==> src/rtl/mult_arb_pkg.sv <==
// Shared types and sizing helpers for the block-serial multiplier arbiter
// and its round-robin picker.
package mult_arb_pkg;

  typedef enum logic [1:0] {
    IDLE        = 2'd0,
    LOAD        = 2'd1,
    WAIT_RESULT = 2'd2,
    DRAIN       = 2'd3
  } mult_arb_state_t;

  localparam int DEF_REGISTER_SIZE = 32;
  localparam int DEF_BITS_IN_NUM   = 4096;
  localparam int DEF_BLOCKS        = DEF_BITS_IN_NUM / DEF_REGISTER_SIZE;

  function automatic int calc_blocks(input int bits_in_num, input int register_size);
    return bits_in_num / register_size;
  endfunction

  function automatic int calc_id_width(input int num_req);
    return (num_req > 1) ? $clog2(num_req) : 1;
  endfunction

endpackage

==> src/rtl/rr_arbiter.sv <==
// Combinational round-robin picker: grants the first requesting index at or
// after rr_ptr, wrapping around.
module rr_arbiter
  import mult_arb_pkg::*;
#(
  parameter int  NUM_REQ  = 2,
  localparam int ID_WIDTH = calc_id_width(NUM_REQ)
) (
  input  logic [NUM_REQ-1:0]  req,
  input  logic [ID_WIDTH-1:0] rr_ptr,
  output logic [ID_WIDTH-1:0] grant_id,
  output logic                grant_valid
);

  logic [2*NUM_REQ-1:0] req_dbl;
  logic [NUM_REQ-1:0]   req_rot;
  int                   first_off;
  int                   sum;

  always_comb begin
    req_dbl   = {req, req} >> rr_ptr;
    req_rot   = req_dbl[NUM_REQ-1:0];
    first_off = 0;
    // Scan downwards so the lowest rotated offset is the last one written.
    for (int off = NUM_REQ - 1; off >= 0; off--) begin
      if (req_rot[off]) first_off = off;
    end
    sum = int'(rr_ptr) + first_off;
    if (sum >= NUM_REQ) sum = sum - NUM_REQ;
    grant_id    = ID_WIDTH'(sum);
    grant_valid = |req;
  end

endmodule

==> src/rtl/multiplier_arbiter.sv <==
// Shares one block-serial multiplier among NUM_REQ requesters: grants one job
// at a time, streams its operand blocks in and routes the product blocks back.
module multiplier_arbiter
  import mult_arb_pkg::*;
#(
  parameter int  NUM_REQ       = 2,
  parameter int  REGISTER_SIZE = DEF_REGISTER_SIZE,
  parameter int  BITS_IN_NUM   = DEF_BITS_IN_NUM,
  localparam int BLOCKS        = calc_blocks(BITS_IN_NUM, REGISTER_SIZE),
  localparam int ID_WIDTH      = calc_id_width(NUM_REQ)
) (
  input  logic                                   clk_in,
  input  logic                                   rst_n_in,
  input  logic [NUM_REQ-1:0]                     req_valid_in,
  input  logic [NUM_REQ-1:0][REGISTER_SIZE-1:0]  req_n_in,
  input  logic [NUM_REQ-1:0][REGISTER_SIZE-1:0]  req_m_in,
  output logic [NUM_REQ-1:0]                     req_ready_out,
  output logic [REGISTER_SIZE-1:0]               resp_data_out,
  output logic [NUM_REQ-1:0]                     resp_valid_out,
  output logic                                   resp_final_out,
  output logic [ID_WIDTH-1:0]                    owner_id_out,
  output logic                                   busy_out,
  output logic [REGISTER_SIZE-1:0]               mult_n_out,
  output logic [REGISTER_SIZE-1:0]               mult_m_out,
  output logic                                   mult_valid_out,
  input  logic                                   mult_ready_in,
  input  logic [REGISTER_SIZE-1:0]               mult_data_in,
  input  logic                                   mult_valid_in,
  input  logic                                   mult_final_in
);

  localparam int CNT_W = $clog2(BLOCKS + 1);

  mult_arb_state_t      state, state_nxt;
  logic [ID_WIDTH-1:0]  owner, rr_ptr, grant_id;
  logic                 grant_valid;
  logic [CNT_W-1:0]     beat_cnt;
  logic                 load_open, xfer, fwd, job_done, grant;
  logic [NUM_REQ-1:0]   owner_onehot;

  logic [REGISTER_SIZE-1:0] mult_n_p1, mult_m_p1, resp_data_p1;
  logic                     mult_vld_p1, resp_final_p1;
  logic [NUM_REQ-1:0]       resp_vld_p1;

  rr_arbiter #(.NUM_REQ(NUM_REQ)) u_rr_arbiter (
    .req         (req_valid_in),
    .rr_ptr      (rr_ptr),
    .grant_id    (grant_id),
    .grant_valid (grant_valid)
  );

  assign grant        = (state == IDLE) && grant_valid && mult_ready_in;
  assign load_open    = (state == LOAD) && (beat_cnt < CNT_W'(BLOCKS));
  assign xfer         = load_open && req_valid_in[owner];
  assign fwd          = ((state == WAIT_RESULT) || (state == DRAIN)) && mult_valid_in;
  assign job_done     = fwd && mult_final_in;
  assign owner_onehot = {{(NUM_REQ-1){1'b0}}, 1'b1} << owner;

  always_comb begin
    req_ready_out = '0;
    if (load_open) req_ready_out = owner_onehot;
  end

  always_comb begin
    state_nxt = state;
    case (state)
      IDLE:        if (grant) state_nxt = LOAD;
      LOAD:        if (xfer && (beat_cnt == CNT_W'(BLOCKS - 1))) state_nxt = WAIT_RESULT;
      WAIT_RESULT: if (fwd) state_nxt = job_done ? IDLE : DRAIN;
      DRAIN:       if (job_done) state_nxt = IDLE;
      default:     state_nxt = IDLE;
    endcase
  end

  always_ff @(posedge clk_in or negedge rst_n_in) begin
    if (!rst_n_in) begin
      state    <= IDLE;
      owner    <= '0;
      rr_ptr   <= '0;
      beat_cnt <= '0;
    end else begin
      state <= state_nxt;
      if (grant) begin
        owner    <= grant_id;
        beat_cnt <= '0;
      end else if (xfer) begin
        beat_cnt <= beat_cnt + 1'b1;
      end
      if (job_done) rr_ptr <= (owner == ID_WIDTH'(NUM_REQ - 1)) ? '0 : owner + 1'b1;
    end
  end

  // p1: operand beats toward the multiplier, product beats back to the owner
  always_ff @(posedge clk_in or negedge rst_n_in) begin
    if (!rst_n_in) begin
      mult_n_p1     <= '0;
      mult_m_p1     <= '0;
      mult_vld_p1   <= 1'b0;
      resp_data_p1  <= '0;
      resp_vld_p1   <= '0;
      resp_final_p1 <= 1'b0;
    end else begin
      mult_vld_p1 <= xfer;
      if (xfer) begin
        mult_n_p1 <= req_n_in[owner];
        mult_m_p1 <= req_m_in[owner];
      end
      resp_data_p1  <= fwd ? mult_data_in : '0;
      resp_vld_p1   <= fwd ? owner_onehot : '0;
      resp_final_p1 <= job_done;
    end
  end

  assign mult_n_out     = mult_n_p1;
  assign mult_m_out     = mult_m_p1;
  assign mult_valid_out = mult_vld_p1;
  assign resp_data_out  = resp_data_p1;
  assign resp_valid_out = resp_vld_p1;
  assign resp_final_out = resp_final_p1;
  assign owner_id_out   = owner;
  assign busy_out       = (state != IDLE);

endmodule
==> config.mk <==
export PLATFORM = sky130hd
export DESIGN_NAME = multiplier_arbiter
export DESIGN_NICKNAME = d
export VERILOG_FILES = /design/src/rtl/mult_arb_pkg.sv /design/src/rtl/rr_arbiter.sv /design/src/rtl/multiplier_arbiter.sv
export SDC_FILE = /design/constraint.sdc
export NUM_CORES = 1
export LEC_CHECK = 0
export ABC_AREA = 1
export BUFFER_PORTS_ARGS = -buffer_cell sky130_fd_sc_hd__buf_2
export CORE_ASPECT_RATIO = 2
export CORE_UTILIZATION = 39
export DETAILED_ROUTE_END_ITERATION = 10
export PLACE_DENSITY = 0.72
export RECOVER_POWER = 100
export SKIP_LAST_GASP = 1
export SYNTH_ARGS = -nofsm -noshare
export SYNTH_HDL_FRONTEND = slang
export SYNTH_SLANG_ARGS = --single-unit
export TNS_END_PERCENT = 100
==> constraint.sdc <==
create_clock -name clk_in -period 1.7 [get_ports clk_in]
set_clock_uncertainty 0.2 [all_clocks]
set_input_delay 0.34 -clock clk_in [delete_from_list [all_inputs] [get_ports clk_in]]
set_output_delay 0.34 -clock clk_in [all_outputs]
set_load 0.005 [all_outputs]
==> impl_metrics.csv <==
group,metric,value,unit
global_routing,grt_overflow,0,
pwr,seqPwrFrac,31.4,%
critical_path,crit_top_cell,"buf_12",
detailed_routing,first_iter_violations,246,
sta,slew-limit-headroom,46.5,%
critical_path,crit_path_start,"owner_id_out",
global_routing,grt_pass1_vias,4958,
final_layout,finalNonFillerCells,1034,
synth,netlist_instances,560,
global_routing,grt_max_degree,86,
critical_path,crit_slowest_cell,"dfrtp_2",
sta,fin_ws,-98.3,ps
clocking,h-tree-depth,3,
pwr,ir_worst_vdd,0.861,mV
sta,holdWs,12.8,ps
critical_path,start_kind,"flop",
pwr,p_per_area,1690,nW/um2
clocking,cts.sinks,112,
global_routing,gr-usage-all-layers,24.2,%
place,pre_cts_slack,67.4,ps
die,die_area,12700,um2
place,hpwl,9980,um
detailed_routing,avgRoutedWirePerCell,17.4,um
sta,fin_crit_sh,106,%
critical_path,worst_setup_path_end_kind,"output pin",
synth,yosysWarningCount,0,
critical_path,critPathTopFamily,"buffers and inverters",
clocking,cts_tree,"built",
pwr,p_leak,3.95,nW
synth,synth_area,4760,um2
sta,rsz0062_at_grt,"true",
synth,synthesis.nets,728,
clocking,cts_max_path_buffers,2,
pwr,comb_power_share,50.3,%
synth,ys_seq_area_share,58.8,%
final_layout,diodes,0,
synth,synth-seq-cells,112,
place,port_buffers,270,
clocking,cts_buffers,9,
die,start_util,40.2,%
detailed_routing,drt_first_pass_iters,7,
die,fp.dieW,80.1,um
critical_path,worst_ep_arrival_time,1260,ps
synth,synth_area_leaders,"dfrtp_1 (59%), nand2_1 (13%), nor2_1 (8.5%), a31oi_1 (8.4%), inv_1 (4.0%)",
min_path,hold_class,"in2reg",
clocking,clk_latency,340,ps
run_status,failed_checks,"setup timing",
die,io_pins,271,
pwr,switchingPower,5.26,mW
critical_path,worstPathCellList,"buf_12, buf_12, buf_12, buf_6",
die,rows,56,
synth,synth_top_area_share,58.8,%
pwr,intPower,8.37,mW
detailed_routing,wl,18000,um
place,globalplace.congestion,0.811,
die,coreArea,11800,um2
place,placed_cell_area,6320,um2
synth,synth_top_area_cell,"dfrtp_1",
detailed_routing,vias_per_cell,5.11,
die,die_h,158,um
detailed_routing,drc,0,
sta,setup_viol,52,
critical_path,worstSetupPathType,"reg2out",
synth,syn_avg_cell_area,8.51,um2
final_layout,final_area,8070,um2
synth,synthDistinctLibCells,24,
clocking,clk_pin_slew,80,ps
sta,setup_tns,-2070,ps
sta,period_needed,1800,ps
detailed_routing,ant_nets,0,
critical_path,r2r_start,"owner_id_out",
min_path,min_from,"mult_data_in[6]",
run_status,status,"finished, violations left",
critical_path,cp_max_fo,3,
final_layout,nets,1052,
critical_path,worstPathRequired,1160,ps
min_path,min_path_cells,3,
sta,finalHoldViolCount,0,
global_routing,antenna_found_initial,0,
critical_path,cp.depth,4,
sta,tightest_slew,802,ps
sta,max_freq,0.556,GHz
critical_path,critPathBufInv,4,
place,dp.cells,956,
detailed_routing,vias,5279,
final_layout,syn2layout_area_growth,69.5,%
global_routing,grt_pass1_wl,23400,um
final_layout,drive_gt1_share,37.2,%
pwr,p_sw_share,38.6,%
flow_run,cap_violations,0,
clocking,cts_root_buf,"clkbuf_16",
critical_path,cpPeakStageDelay,430,ps
sta,drv_slew,0,
pwr,p_clk_share,18.2,%
critical_path,rr_worst_depth,9,
## layout by cell type (no fill, tap or decap), types with 7 or more instances in the layout
cell / n
buf_2: 193
nand2_1: 158
dfrtp_1: 110
nor2_1: 80
clkbuf_1: 76
inv_1: 48
a31oi_1: 32
dlygate4sd3_1: 30
a31oi_4: 28
nor2_2: 20
clkbuf_16: 17
buf_4: 12
nor2_4: 10
buf_12: 10
buf_6: 8
nand3_1: 7
o21ai_0: 7
## final timing paths
kind / end / slack [ps]
worst max register to register: mult_m_out[2] / -90
worst max-delay path: owner_id_out / -100
max in group asynchronous: owner_id_out / 160
worst min-delay path: resp_data_out[6] / 10
min in group asynchronous: mult_n_out[29] / 500
worst min register to register: rr_ptr / 310
## state kept, by name, indices dropped and copies added, names as in the netlist
register	cells
beat_cnt	8
mult_m_out	32
mult_n_out	32
mult_valid_out	1
owner_id_out	1
resp_data_out	32
resp_final_out	1
resp_valid_out	2
rr_ptr	1
state	2
## metrics by stage
| stage | utilization [%] | total power [mW] |
|---|---|---|
| 4_1_cts | 61.6 | 11.8 |
| 6_report | 68.2 | 13.6 |
| 3_3_place_gp | 53.4 | 8.36 |
| 5_1_grt | 68.2 | 14.4 |
| 2_1_floorplan | - | 6.53 |
| 3_5_place_dp | 53.4 | 8.50 |
## kinds of logic (layout without fill, tap and decap cells)
kind of cell	count (synthesis)	after routing	synth area share, %
AND/OR/NAND/NOR	288	288	24.0
flip-flops	112	112	58.8
buffers and inverters	84	413	7.25
AO/OA/AOI/OAI	75	75	9.64
adder cells (fa/ha/maj)	1	1	0.263
## worst reg2reg max path, delay by kind of cell, from the launching register on
family / cells / cell delay, ps
buffers and inverters: 4 / 520
and+or+nand+nor: 4 / 460
DFF: 1 / 430
AOI/OAI and AO/OA: 1 / 40
## synthesized netlist by cell type
library cell  count
nand3_1           9
ha_1              1
buf_6             1
nor2_4            1
clkbuf_1         13
dfrtp_1         112
nor2_8            1
a31oi_1          64
nand4_1           2
and3_1            1
inv_1            51
a21oi_1           2
nor2_2            1
nor2_1          108
nand3_2           2
nor3b_1           1
buf_4             1
buf_1             2
o21ai_0           8
o2111ai_1         1
nand2_1         161
buf_2            15
inv_2             1
nor3_1            1
## power groups by stage
| stage | sequential, mW | clock, mW | combinational (mW) |
|---|---|---|---|
| floorplan | 4.26 | 0 | 2.27 |
| global placement | 4.17 | 0 | 4.19 |
| detailed placement | 4.21 | 0 | 4.29 |
| CTS | 4.17 | 2.52 | 5.12 |
| global route | 4.39 | 2.62 | 7.39 |
| finish | 4.29 | 2.49 | 6.86 |
## cell type report
class                           count  area [um2]
Multi-Input combinational cell    364        2210
Fill cell                         957        3770
Tap cell                          145         181
Timing Repair Buffer              345        2320
Clock inverter                      6         115
Sequential cell                   112        2810
Clock buffer                       10         239
Inverter                           52         205
## repair_timing
| item | in CTS | in global routing |
|---|---|---|
| endpoints found under the hold margin | 141 | 0 |
| hold buffers | 30 | 0 |
| setup endpoints to repair | 4 | 77 |
| pin swaps | 2 | 5 |
| setup buffers | 11 | 8 |
| gates resized for setup | 20 | 86 |
| cloned | 5 | 11 |
## metal layers
layer / GRT usage [%] / share of wire [%] / up-vias
li1: - / - / 2436
met1: 26.2 / 34 / 2516
met2: 44.0 / 55 / 271
met3: 6.02 / 6.6 / 56
met4: 9.95 / 3.6 / 0
met5: 0 / 0 / -
Power figures use the tool's default switching activity.
